File: src/rtl/axi_lite_init_seq_pkg.sv
// Shared types and constants for the boot-time AXI-Lite configuration sequencer.
package axi_lite_init_seq_pkg;

  typedef enum logic [2:0] {
    StIdle,
    StFetch,
    StWrite,
    StWaitB,
    StRdAr,
    StRdR,
    StDone,
    StErr
  } state_e;

  typedef enum logic [1:0] {
    ERR_NONE    = 2'd0,
    ERR_BRESP   = 2'd1,
    ERR_TIMEOUT = 2'd2,
    ERR_VERIFY  = 2'd3
  } err_code_e;

  localparam logic [1:0] RESP_OKAY = 2'b00;

endpackage

File: src/rtl/axi_lite_init_seq_if.sv
// AXI-Lite channel bundle between the init sequencer (master) and the crossbar port (slave).
interface axi_lite_init_seq_if #(
  parameter int unsigned AXI_ADDR_WIDTH = 32,
  parameter int unsigned AXI_DATA_WIDTH = 32
);
  localparam int unsigned STRB_W = AXI_DATA_WIDTH / 8;

  logic [AXI_ADDR_WIDTH-1:0] aw_addr_o;
  logic [2:0]                aw_prot_o;
  logic                      aw_valid_o;
  logic                      aw_ready_i;
  logic [AXI_DATA_WIDTH-1:0] w_data_o;
  logic [STRB_W-1:0]         w_strb_o;
  logic                      w_valid_o;
  logic                      w_ready_i;
  logic [1:0]                b_resp_i;
  logic                      b_valid_i;
  logic                      b_ready_o;
  logic [AXI_ADDR_WIDTH-1:0] ar_addr_o;
  logic [2:0]                ar_prot_o;
  logic                      ar_valid_o;
  logic                      ar_ready_i;
  logic [AXI_DATA_WIDTH-1:0] r_data_i;
  logic [1:0]                r_resp_i;
  logic                      r_valid_i;
  logic                      r_ready_o;

  modport master (
    output aw_addr_o, aw_prot_o, aw_valid_o, w_data_o, w_strb_o, w_valid_o, b_ready_o,
    output ar_addr_o, ar_prot_o, ar_valid_o, r_ready_o,
    input  aw_ready_i, w_ready_i, b_resp_i, b_valid_i, ar_ready_i, r_data_i, r_resp_i, r_valid_i
  );

  modport slave (
    input  aw_addr_o, aw_prot_o, aw_valid_o, w_data_o, w_strb_o, w_valid_o, b_ready_o,
    input  ar_addr_o, ar_prot_o, ar_valid_o, r_ready_o,
    output aw_ready_i, w_ready_i, b_resp_i, b_valid_i, ar_ready_i, r_data_i, r_resp_i, r_valid_i
  );

endinterface

File: src/rtl/axi_lite_init_seq_timeout.sv
// Per-transaction response timeout: saturating counter, cleared on clr, flags the last cycle.
module axi_lite_init_seq_timeout #(
  parameter int unsigned TIMEOUT_CYCLES = 256
) (
  input  logic clk,
  input  logic rst_n,
  input  logic clr,
  input  logic en,
  output logic expired
);
  localparam int unsigned CNT_W = (TIMEOUT_CYCLES > 1) ? $clog2(TIMEOUT_CYCLES) : 1;
  localparam logic [CNT_W-1:0] LAST = CNT_W'(TIMEOUT_CYCLES - 1);

  logic [CNT_W-1:0] cnt_q, cnt_d;

  assign expired = (cnt_q == LAST);

  always_comb begin
    cnt_d = cnt_q;
    if (clr) begin
      cnt_d = '0;
    end else if (en && !expired) begin
      cnt_d = cnt_q + CNT_W'(1);
    end
  end

  always_ff @(posedge clk or negedge rst_n) begin
    if (!rst_n) begin
      cnt_q <= '0;
    end else begin
      cnt_q <= cnt_d;
    end
  end

endmodule

File: src/rtl/axi_lite_init_seq.sv
// Boot-time AXI-Lite master writing a table of (address, data) entries, one write per entry.
// Define INIT_SEQ_VERIFY_EN to read back and compare each entry after its write.
module axi_lite_init_seq
  import axi_lite_init_seq_pkg::*;
#(
  parameter int unsigned AXI_ADDR_WIDTH = 32,
  parameter int unsigned AXI_DATA_WIDTH = 32,
  parameter int unsigned NO_ENTRIES     = 16,
  parameter int unsigned TIMEOUT_CYCLES = 256,
  localparam int unsigned IDX_W         = $clog2(NO_ENTRIES)
) (
  input  logic                      ACLKMST_ACLK,
  input  logic                      ARSTnMS_ACLK,
  input  logic                      start_i,
  input  logic [IDX_W:0]            tbl_num_i,
  output logic [IDX_W-1:0]          tbl_idx_o,
  input  logic [AXI_ADDR_WIDTH-1:0] tbl_addr_i,
  input  logic [AXI_DATA_WIDTH-1:0] tbl_data_i,
  axi_lite_init_seq_if.master       axi,
  output logic                      busy_o,
  output logic                      done_o,
  output logic                      err_o,
  output logic [1:0]                err_code_o,
  output logic [IDX_W-1:0]          err_idx_o
);

  state_e                    state_q, state_d;
  err_code_e                 err_code_q, err_code_d;
  logic [IDX_W-1:0]          idx_q, idx_d, err_idx_q, err_idx_d;
  logic [AXI_ADDR_WIDTH-1:0] addr_q, addr_d;
  logic [AXI_DATA_WIDTH-1:0] data_q, data_d;
  logic                      aw_done_q, aw_done_d, w_done_q, w_done_d;
  logic                      aw_hs, w_hs, last_entry, to_expired;

  assign aw_hs      = axi.aw_valid_o && axi.aw_ready_i;
  assign w_hs       = axi.w_valid_o && axi.w_ready_i;
  assign last_entry = ({1'b0, idx_q} == (tbl_num_i - (IDX_W + 1)'(1)));

  axi_lite_init_seq_timeout #(
    .TIMEOUT_CYCLES(TIMEOUT_CYCLES)
  ) u_timeout (
    .clk    (ACLKMST_ACLK),
    .rst_n  (ARSTnMS_ACLK),
    .clr    (state_d != state_q),
    .en     ((state_q == StWaitB) || (state_q == StRdR)),
    .expired(to_expired)
  );

  always_comb begin
    state_d    = state_q;
    idx_d      = idx_q;
    addr_d     = addr_q;
    data_d     = data_q;
    aw_done_d  = aw_done_q;
    w_done_d   = w_done_q;
    err_code_d = err_code_q;
    err_idx_d  = err_idx_q;
    unique case (state_q)
      StIdle, StDone, StErr: begin
        if (start_i) begin
          err_code_d = ERR_NONE;
          idx_d      = '0;
          state_d    = (tbl_num_i == '0) ? StDone : StFetch;
        end
      end
      StFetch: begin
        addr_d    = tbl_addr_i;
        data_d    = tbl_data_i;
        aw_done_d = 1'b0;
        w_done_d  = 1'b0;
        state_d   = StWrite;
      end
      StWrite: begin
        // AW and W complete independently; leave once both have been accepted.
        if (aw_hs) aw_done_d = 1'b1;
        if (w_hs)  w_done_d  = 1'b1;
        if ((aw_done_q || aw_hs) && (w_done_q || w_hs)) state_d = StWaitB;
      end
      StWaitB: begin
        if (axi.b_valid_i) begin
          if (axi.b_resp_i != RESP_OKAY) begin
            err_code_d = ERR_BRESP;
            err_idx_d  = idx_q;
            state_d    = StErr;
          end else begin
`ifdef INIT_SEQ_VERIFY_EN
            state_d = StRdAr;
`else
            if (last_entry) begin
              state_d = StDone;
            end else begin
              idx_d   = idx_q + IDX_W'(1);
              state_d = StFetch;
            end
`endif
          end
        end else if (to_expired) begin
          err_code_d = ERR_TIMEOUT;
          err_idx_d  = idx_q;
          state_d    = StErr;
        end
      end
`ifdef INIT_SEQ_VERIFY_EN
      StRdAr: begin
        if (axi.ar_ready_i) state_d = StRdR;
      end
      StRdR: begin
        if (axi.r_valid_i) begin
          if ((axi.r_resp_i != RESP_OKAY) || (axi.r_data_i != data_q)) begin
            err_code_d = ERR_VERIFY;
            err_idx_d  = idx_q;
            state_d    = StErr;
          end else if (last_entry) begin
            state_d = StDone;
          end else begin
            idx_d   = idx_q + IDX_W'(1);
            state_d = StFetch;
          end
        end else if (to_expired) begin
          err_code_d = ERR_TIMEOUT;
          err_idx_d  = idx_q;
          state_d    = StErr;
        end
      end
`endif
      default: state_d = StIdle;
    endcase
  end

  always_ff @(posedge ACLKMST_ACLK or negedge ARSTnMS_ACLK) begin
    if (!ARSTnMS_ACLK) begin
      state_q    <= StIdle;
      idx_q      <= '0;
      addr_q     <= '0;
      data_q     <= '0;
      aw_done_q  <= 1'b0;
      w_done_q   <= 1'b0;
      err_code_q <= ERR_NONE;
      err_idx_q  <= '0;
    end else begin
      state_q    <= state_d;
      idx_q      <= idx_d;
      addr_q     <= addr_d;
      data_q     <= data_d;
      aw_done_q  <= aw_done_d;
      w_done_q   <= w_done_d;
      err_code_q <= err_code_d;
      err_idx_q  <= err_idx_d;
    end
  end

  assign axi.aw_addr_o  = addr_q;
  assign axi.aw_prot_o  = 3'b000;
  assign axi.aw_valid_o = (state_q == StWrite) && !aw_done_q;
  assign axi.w_data_o   = data_q;
  assign axi.w_strb_o   = '1;
  assign axi.w_valid_o  = (state_q == StWrite) && !w_done_q;
  // Ready stays high in ERR so a late response still drains through the crossbar.
  assign axi.b_ready_o  = (state_q == StWaitB) || (state_q == StErr);
  assign axi.ar_prot_o  = 3'b000;
`ifdef INIT_SEQ_VERIFY_EN
  assign axi.ar_addr_o  = addr_q;
  assign axi.ar_valid_o = (state_q == StRdAr);
  assign axi.r_ready_o  = (state_q == StRdR) || (state_q == StErr);
`else
  logic unused_rd;
  assign unused_rd      = ^{axi.ar_ready_i, axi.r_data_i, axi.r_resp_i, axi.r_valid_i};
  assign axi.ar_addr_o  = '0;
  assign axi.ar_valid_o = 1'b0;
  assign axi.r_ready_o  = 1'b1;
`endif

  assign tbl_idx_o  = idx_q;
  assign busy_o     = !((state_q == StIdle) || (state_q == StDone) || (state_q == StErr));
  assign done_o     = (state_q == StDone);
  assign err_o      = (state_q == StErr);
  assign err_code_o = err_code_q;
  assign err_idx_o  = err_idx_q;

endmodule
File: src/flat_wrapper.sv
// flat-port wrapper written by rule: the top's interface ports become plain ports
module axi_lite_init_seq_flat import axi_lite_init_seq_pkg::*;
#(
  parameter int unsigned AXI_ADDR_WIDTH = 32,
  parameter int unsigned AXI_DATA_WIDTH = 32,
  parameter int unsigned NO_ENTRIES     = 16,
  parameter int unsigned TIMEOUT_CYCLES = 256,
  localparam int unsigned IDX_W         = $clog2(NO_ENTRIES)
)
  (ACLKMST_ACLK, ARSTnMS_ACLK, start_i, tbl_num_i, tbl_idx_o, tbl_addr_i, tbl_data_i, busy_o, done_o, err_o, err_code_o, err_idx_o, axi_aw_addr_o, axi_aw_prot_o, axi_aw_valid_o, axi_w_data_o, axi_w_strb_o, axi_w_valid_o, axi_b_ready_o, axi_ar_addr_o, axi_ar_prot_o, axi_ar_valid_o, axi_r_ready_o, axi_aw_ready_i, axi_w_ready_i, axi_b_resp_i, axi_b_valid_i, axi_ar_ready_i, axi_r_data_i, axi_r_resp_i, axi_r_valid_i);
  axi_lite_init_seq_if #(.AXI_ADDR_WIDTH(AXI_ADDR_WIDTH), .AXI_DATA_WIDTH(AXI_DATA_WIDTH)) axi_i ();
  input  logic ACLKMST_ACLK;
  input  logic ARSTnMS_ACLK;
  input  logic start_i;
  input  logic [IDX_W:0] tbl_num_i;
  output logic [IDX_W-1:0] tbl_idx_o;
  input  logic [AXI_ADDR_WIDTH-1:0] tbl_addr_i;
  input  logic [AXI_DATA_WIDTH-1:0] tbl_data_i;
  output logic busy_o;
  output logic done_o;
  output logic err_o;
  output logic [1:0] err_code_o;
  output logic [IDX_W-1:0] err_idx_o;
  output wire logic [$bits(axi_i.aw_addr_o)-1:0] axi_aw_addr_o;
  output wire logic [$bits(axi_i.aw_prot_o)-1:0] axi_aw_prot_o;
  output wire logic [$bits(axi_i.aw_valid_o)-1:0] axi_aw_valid_o;
  output wire logic [$bits(axi_i.w_data_o)-1:0] axi_w_data_o;
  output wire logic [$bits(axi_i.w_strb_o)-1:0] axi_w_strb_o;
  output wire logic [$bits(axi_i.w_valid_o)-1:0] axi_w_valid_o;
  output wire logic [$bits(axi_i.b_ready_o)-1:0] axi_b_ready_o;
  output wire logic [$bits(axi_i.ar_addr_o)-1:0] axi_ar_addr_o;
  output wire logic [$bits(axi_i.ar_prot_o)-1:0] axi_ar_prot_o;
  output wire logic [$bits(axi_i.ar_valid_o)-1:0] axi_ar_valid_o;
  output wire logic [$bits(axi_i.r_ready_o)-1:0] axi_r_ready_o;
  input wire logic [$bits(axi_i.aw_ready_i)-1:0] axi_aw_ready_i;
  input wire logic [$bits(axi_i.w_ready_i)-1:0] axi_w_ready_i;
  input wire logic [$bits(axi_i.b_resp_i)-1:0] axi_b_resp_i;
  input wire logic [$bits(axi_i.b_valid_i)-1:0] axi_b_valid_i;
  input wire logic [$bits(axi_i.ar_ready_i)-1:0] axi_ar_ready_i;
  input wire logic [$bits(axi_i.r_data_i)-1:0] axi_r_data_i;
  input wire logic [$bits(axi_i.r_resp_i)-1:0] axi_r_resp_i;
  input wire logic [$bits(axi_i.r_valid_i)-1:0] axi_r_valid_i;
  assign axi_aw_addr_o = axi_i.aw_addr_o;
  assign axi_aw_prot_o = axi_i.aw_prot_o;
  assign axi_aw_valid_o = axi_i.aw_valid_o;
  assign axi_w_data_o = axi_i.w_data_o;
  assign axi_w_strb_o = axi_i.w_strb_o;
  assign axi_w_valid_o = axi_i.w_valid_o;
  assign axi_b_ready_o = axi_i.b_ready_o;
  assign axi_ar_addr_o = axi_i.ar_addr_o;
  assign axi_ar_prot_o = axi_i.ar_prot_o;
  assign axi_ar_valid_o = axi_i.ar_valid_o;
  assign axi_r_ready_o = axi_i.r_ready_o;
  assign axi_i.aw_ready_i = axi_aw_ready_i;
  assign axi_i.w_ready_i = axi_w_ready_i;
  assign axi_i.b_resp_i = axi_b_resp_i;
  assign axi_i.b_valid_i = axi_b_valid_i;
  assign axi_i.ar_ready_i = axi_ar_ready_i;
  assign axi_i.r_data_i = axi_r_data_i;
  assign axi_i.r_resp_i = axi_r_resp_i;
  assign axi_i.r_valid_i = axi_r_valid_i;
  axi_lite_init_seq #(.AXI_ADDR_WIDTH(AXI_ADDR_WIDTH), .AXI_DATA_WIDTH(AXI_DATA_WIDTH), .NO_ENTRIES(NO_ENTRIES), .TIMEOUT_CYCLES(TIMEOUT_CYCLES)) u_core (.ACLKMST_ACLK(ACLKMST_ACLK), .ARSTnMS_ACLK(ARSTnMS_ACLK), .start_i(start_i), .tbl_num_i(tbl_num_i), .tbl_idx_o(tbl_idx_o), .tbl_addr_i(tbl_addr_i), .tbl_data_i(tbl_data_i), .axi(axi_i), .busy_o(busy_o), .done_o(done_o), .err_o(err_o), .err_code_o(err_code_o), .err_idx_o(err_idx_o));
endmodule
File: config.mk
export PLATFORM = sky130hd
export DESIGN_NAME = axi_lite_init_seq_flat
export DESIGN_NICKNAME = d
export VERILOG_FILES = /design/src/rtl/axi_lite_init_seq_pkg.sv /design/src/rtl/axi_lite_init_seq_if.sv /design/src/rtl/axi_lite_init_seq_timeout.sv /design/src/rtl/axi_lite_init_seq.sv /design/src/flat_wrapper.sv
export SDC_FILE = /design/constraint.sdc
export NUM_CORES = 1
export LEC_CHECK = 0
export BUFFER_PORTS_ARGS = -buffer_cell sky130_fd_sc_hd__buf_2
export CORE_MARGIN = 5
export CORE_UTILIZATION = 48
export DETAILED_ROUTE_END_ITERATION = 8
export HOLD_SLACK_MARGIN = 0.03
export PLACE_DENSITY = 0.88
export SLEW_MARGIN = 15
export SYNTH_ARGS = -nofsm -noshare
export SYNTH_HDL_FRONTEND = slang
export SYNTH_SLANG_ARGS = --single-unit
File: constraint.sdc
create_clock -name ACLKMST_ACLK -period 3.46 [get_ports ACLKMST_ACLK]
set_clock_uncertainty 0.2 [all_clocks]
set_input_delay 0.346 -clock ACLKMST_ACLK [delete_from_list [all_inputs] [get_ports ACLKMST_ACLK]]
set_output_delay 0.346 -clock ACLKMST_ACLK [all_outputs]
set_load 0.005 [all_outputs]
==> results.json, run 1 <==
{
  "outcome": "completed",
  "wl_um": 12000,
  "final.period_utilization": 0.7394,
  "use_met1": 0.2553,
  "critical_path.slowest_cell": "dfrtp_1",
  "antenna_found_initial": 0,
  "clkTransAtPathRegs_ns": 0.09,
  "holdCritPathClass": "in2reg",
  "post_cts_buffers": 0,
  "nets": 685,
  "wire_per_inst_um": 17.60,
  "synthTopCellsByArea": "dfrtp_1 (51%), mux2_2 (18%), buf_4 (8.3%)",
  "routed_via_density": 5.084,
  "syn_avg_cell_area_um2": 12.12,
  "place.gp.congestion": 0.8023,
  "cp_data_required_time_ns": 3.50,
  "port_buffers": 156,
  "clk_latency_ns": 0.34,
  "worst_setup_path_end_kind": "register",
  "p_comb_frac": 0.434,
  "ant_nets": 0,
  "start_util": 0.4903,
  "crit_path_max_incr_delay_ns": 0.67,
  "peakVddDrop_mv": 0.4659,
  "grt_max_degree": 88,
  "ys_warn_count": 0,
  "synth-main-ff-cell": "dfrtp_1",
  "setup-tns-final_ns": 0,
  "die_h_um": 104.2,
  "grt_pass1_wl_um": 19570,
  "pwr-share-clk": 0.158,
  "crit_chain": "nand3b_1, a21oi_1, and2b_1, mux2_2",
  "cts_tree": "done",
  "clock_tree.root_cell": "clkbuf_8",
  "grtUsageMet3": 0.08566,
  "p_int_mw": 2.874,
  "maxCapViolations": 0,
  "seqPwrFrac": 0.407,
  "diodes": 0,
  "cts_buffers": 9,
  "period_minus_slack_ns": 2.558,
  "clockBufferDepth": 2,
  "place_ws_ns": 0.9232,
  "p_sw_frac": 0.3630,
  "fmax_mhz": 390.9,
  "synth.distinct_cells": 49,
  "syn_area_um2": 4255,
  "cellLeakagePower_nw": 2.806,
  "final.setup.worst_slack_ns": 0.9016,
  "drive_gt1_frac": 0.4460,
  "top_usage_layer": "met2",
  "arrival_ns": 2.59,
  "cts_max_level": 3,
  "drt_pre_antenna_iters": 4,
  "worstMarginPinSlew_ns": 0.8138,
  "path_delay_family": "flip-flops",
  "drtIter0Drc": 93,
  "start_kind": "register",
  "pwr_density_cell_nw_per_um2": 779.3,
  "cts.sinks": 87,
  "core_um2": 8678,
  "async_flop_share": 1.000,
  "yosys.area.top_type": "dfrtp_1",
  "path_buf_inv": 0,
  "dieWidth_um": 104.2,
  "die-area_um2": 10850,
  "drc": 0,
  "dp.cells": 602,
  "ioPinCount": 237,
  "synthToLayoutAreaGrowth_pct": 36.02,
  "synth_top_area_share": 0.5116,
  "yosysSeqAreaShare": 0.5116,
  "grt_use_total": 0.2209,
  "synth_edf_count": 0,
  "stdcell_count": 682,
  "relSlewSlack": 0.4575,
  "first_global_vias": 3769,
  "fp-row-count": 34,
  "overflow": 0,
  "p_sw_mw": 1.637,
  "worstPathMaxFanout": 17,
  "hold_violations": 0,
  "postSynthRegisterBits": 87,
  "path_class": "reg2reg",
  "setup_viol": 0,
  "postSynthCellCount": 351,
  "vias": 3467,
  "final_max_slew_viol_count": 0,
  "rsz0062_at_grt": "no",
  "grt_util_met2": 0.3780,
  "hpwl_um": 7435
}
-- cell usage after synthesis (4+ instances only) --
| cell type | instances |
|---|---|
| dfrtp_1 | 87 |
| mux2_2 | 69 |
| buf_4 | 47 |
| nor2_1 | 22 |
| nand2_1 | 15 |
| nand3_1 | 8 |
| o21ai_0 | 8 |
| buf_2 | 7 |
| a21oi_1 | 6 |
| inv_1 | 6 |
| and2_1 | 5 |
| nor3_1 | 5 |
| o22ai_1 | 5 |
| xnor2_1 | 5 |
| mux2i_1 | 4 |
-- routing by layer --
metal | part of all wire | vias up
met5 | 0 | -
met4 | 0.030 | 0
met3 | 0.10 | 30
met2 | 0.50 | 202
met1 | 0.37 | 1651
li1 | - | 1584
-- sequential cells by signal (all words and copies together), names as in the netlist --
name,flops
u_core.aw_done_q,1
u_core.axi.aw_addr_o,32
u_core.axi.w_data_o,32
u_core.err_code_o,2
u_core.err_idx_o,4
u_core.state_q,3
u_core.tbl_idx_o,4
u_core.u_timeout.cnt_q,8
u_core.w_done_q,1
-- layout by cell type (no fill, tap or decap), drive strengths merged, types with 5 or more instances in the layout --
cell type and count:
buf 157, dfrtp 87, mux2 69, dlygate4sd3 64, conb 44, nor2 22
nand2 15, clkbuf 10, o21ai 8, nand3 8, inv 8, a21oi 6
nor3 6, and2 5, xnor2 5, o22ai 5
-- power by group through the flow --
| stage | logic [mW] | registers (mW) | clock network, mW |
|---|---|---|---|
| finish | 1.96 | 1.84 | 0.714 |
| global route | 2.14 | 1.90 | 0.769 |
| CTS | 1.92 | 1.79 | 0.723 |
| detailed placement | 1.86 | 1.80 | 0 |
| global placement | 1.79 | 1.77 | 0 |
| floorplan | 1.17 | 1.77 | 0 |
-- through the flow --
step / power [mW] / hold slack (ns) / utilization / cell area, um^2
2_1_floorplan: 2.943 / -0.1496 / - / 4413
3_3_place_gp: 3.557 / 0.2855 / 0.5702 / 4949
3_5_place_dp: 3.659 / 0.2899 / 0.5702 / 4949
4_1_cts: 4.432 / 0.03446 / 0.6654 / 5774
5_1_grt: 4.815 / 0.04354 / 0.6670 / 5788
6_report: 4.511 / 0.05406 / 0.6670 / 5788
-- repair_timing --
item / in CTS / in global routing
gates resized for setup: 0 / 0
endpoints found under the hold margin: 76 / 1
hold buffers: 63 / 1
-- final timing paths --
path	endpoint	slack, ns	startpoint	depth (start not counted)
hold / removal	u_core.axi.w_data_o[25]$_DFFE_PN0P_	0.05	tbl_data_i[25]	2
setup / recovery	u_core.err_idx_o[3]$_DFFE_PN0P_	0.90	u_core.state_q[1]$_DFF_PN0_	4
max in group asynchronous	u_core.w_done_q$_DFFE_PN0P_	2.08	ARSTnMS_ACLK	2
min in group asynchronous	u_core.axi.aw_addr_o[27]$_DFFE_PN0P_	0.42	ARSTnMS_ACLK	2
setup reg to reg	u_core.err_idx_o[3]$_DFFE_PN0P_	0.90	u_core.state_q[1]$_DFF_PN0_	4
hold reg to reg	u_core.axi.aw_addr_o[0]$_DFFE_PN0P_	0.31	u_core.axi.aw_addr_o[0]$_DFFE_PN0P_	1
-- area by class of cell --
cell class,instances,area (um^2)
inverters,6,22.52
fillers,607,2890
repair buffers,221,1435
flip-flops and latches,87,2177
multi-input cells,244,1823
clock inverters,6,67.56
clock buffers,10,127.6
well taps,108,135.1
-- cell families (layout without fill, tap and decap cells) --
group                      count (synthesis)  in the layout  share of synthesized area
adders and majority gates                  3              3                   0.008822
DFF                                       87             87                     0.5116
other                                      2             44                   0.001765
and+or+nand+nor                           78             78                     0.1026
buffers and inverters                     62            243                    0.09821
muxes                                     73             73                     0.1920
xor gates and xnor gates                   8              8                    0.01647
AOI/OAI and AO/OA                         38             38                    0.06851
(Power assumes the default switching activity.)
==> run 2: changes to the inputs <==
- CORE_UTILIZATION: 48 -> 40
- PLACE_DENSITY: 0.88 -> 0.78
- clock period: 3.46 -> 2.26 ns (I/O delays scaled with it)
==> run 2 against run 1 <==
Effect of this change: routed wire length fell by 3.2%; power is 54% higher; die area increased by 18%.
==> results.json, run 2 (synthesis results as in run 1) <==
{
  "worstPathMaxFanout": 9,
  "vias": 3487,
  "final_max_slew_viol_count": 0,
  "wl_um": 11620,
  "wire_per_inst_um": 15.94,
  "path_class": "reg2reg",
  "hold_violations": 0,
  "critical_path.slowest_cell": "or3b_2",
  "cts_buffers": 9,
  "crit_path_max_incr_delay_ns": 0.53,
  "peakVddDrop_mv": 0.7888,
  "clockBufferDepth": 2,
  "routed_via_density": 4.783,
  "die_h_um": 113.1,
  "cts_tree": "done",
  "worstMarginPinSlew_ns": 0.5521,
  "clock_tree.root_cell": "clkbuf_8",
  "place.gp.congestion": 0.8938,
  "clkTransAtPathRegs_ns": 0.09,
  "overflow": 0,
  "start_kind": "register",
  "port_buffers": 156,
  "fp-row-count": 37,
  "place_area_um2": 5109,
  "nFillCells": 831,
  "drt_pre_antenna_iters": 5,
  "grt_pass1_wl_um": 18730,
  "most-common-layout-cells": "buf_2 (155), dfrtp_1 (86), mux2_2 (69), dlygate4sd3_1 (68), conb_1 (44)",
  "ioPinCount": 237,
  "antenna_found_initial": 0,
  "drive_gt1_frac": 0.4570,
  "synthToLayoutAreaGrowth_pct": 40.52,
  "drc": 0,
  "path_buf_inv": 0,
  "setup-tns-final_ns": 0,
  "nets": 704,
  "drtIter0Drc": 69,
  "die-area_um2": 12800,
  "holdCritPathClass": "in2reg",
  "pwr_density_cell_nw_per_um2": 1159,
  "worst_setup_path_end_kind": "register",
  "maxCapViolations": 0,
  "grt_max_degree": 66,
  "grt_use_total": 0.1831,
  "cellLeakagePower_nw": 2.903,
  "dieWidth_um": 113.1,
  "outcome": "completed",
  "relSlewSlack": 0.6320,
  "mostFrequentLayoutCell": "buf_2",
  "final.period_utilization": 0.9393,
  "clk_latency_ns": 0.35,
  "core_um2": 10370,
  "diodes": 0,
  "setup_viol": 0,
  "fmax_mhz": 471.1,
  "rsz0062_at_grt": "no",
  "ant_nets": 0,
  "path_delay_family": "simple AND/OR/NAND/NOR gates",
  "final_area_um2": 5979,
  "cp_data_required_time_ns": 2.28,
  "arrival_ns": 2.14,
  "hpwl_um": 7873,
  "start_util": 0.4104,
  "first_global_vias": 3802,
  "crit_chain": "or3b_2, nor3_2, o31ai_2, a32oi_4, nor2_1",
  "period_minus_slack_ns": 2.123,
  "cts_max_level": 3,
  "cts.sinks": 87
}
run 2: worst paths after layout:
kind | to | from | cells past startpoint | slack, ns
max in group asynchronous | u_core.axi.w_data_o[22]$_DFFE_PN0P_ | ARSTnMS_ACLK | 3 | 1.03
worst max register to register | u_core.u_timeout.cnt_q[6]$_DFFE_PN0P_ | u_core.state_q[0]$_DFF_PN0_ | 5 | 0.14
worst min-delay path | u_core.err_code_o[1]$_DFFE_PN0P_ | axi_b_resp_i[0] | 4 | 0.09
min in group asynchronous | u_core.axi.aw_addr_o[18]$_DFFE_PN0P_ | ARSTnMS_ACLK | 2 | 0.19
worst max-delay path | u_core.u_timeout.cnt_q[6]$_DFFE_PN0P_ | u_core.state_q[0]$_DFF_PN0_ | 5 | 0.14
worst min register to register | u_core.axi.aw_addr_o[21]$_DFFE_PN0P_ | u_core.axi.aw_addr_o[21]$_DFFE_PN0P_ | 1 | 0.31
run 2: timing repair:
action	4_1_cts	5_1_grt
buffers inserted	0	0
resized for setup	0	1
hold buffers	68	0
endpoints found under the hold margin	105	0
endpoints found under the setup margin	0	6
run 2: tightest hold or removal path, cell delays in order:
cell	delay, ns
buf_2	0.07
nor2_1	0.06
o21ai_0	0.15
o22ai_1	0.08
run 2: through the flow:
stage	hold WS (ns)	total power [mW]	setup slack (ns)	utilization	std cells
6_report	0.08712	6.929	0.1371	0.5766	729
5_1_grt	0.1410	7.410	0.02833	0.5766	729
4_1_cts	0.07437	6.913	0.08293	0.5765	729
3_5_place_dp	0.04794	5.744	0.05349	0.4926	645
3_3_place_gp	0.04429	5.593	0.09694	0.4926	645
2_1_floorplan	-0.2696	4.505	0.2925	-	393
run 2: cell type report:
| class | instances | area [um^2] | area share |
|---|---|---|---|
| tap | 136 | 170.2 | 0.02846 |
| clock inverter | 5 | 57.56 | 0.009625 |
| multi-input combinational | 244 | 1823 | 0.3049 |
| timing repair buffer | 240 | 1597 | 0.2670 |
| sequential | 87 | 2178 | 0.3643 |
| clock buffer | 11 | 131.4 | 0.02197 |
| inverter | 6 | 22.52 | 0.003766 |
run 2: layer usage:
metal	routed length, um	vias to the layer above	global-route usage
li1	-	1623	-
met1	4435	1672	0.2059
met2	5806	178	0.3266
met3	1219	14	0.06364
met4	159	0	0.05449
met5	0	-	0
run 2: where the power goes:
group          switching [mW]  internal, mW  total [mW]
Clock                   0.543         0.515        1.06
Combinational            1.41          1.72        3.13
Sequential              0.467          2.27        2.74
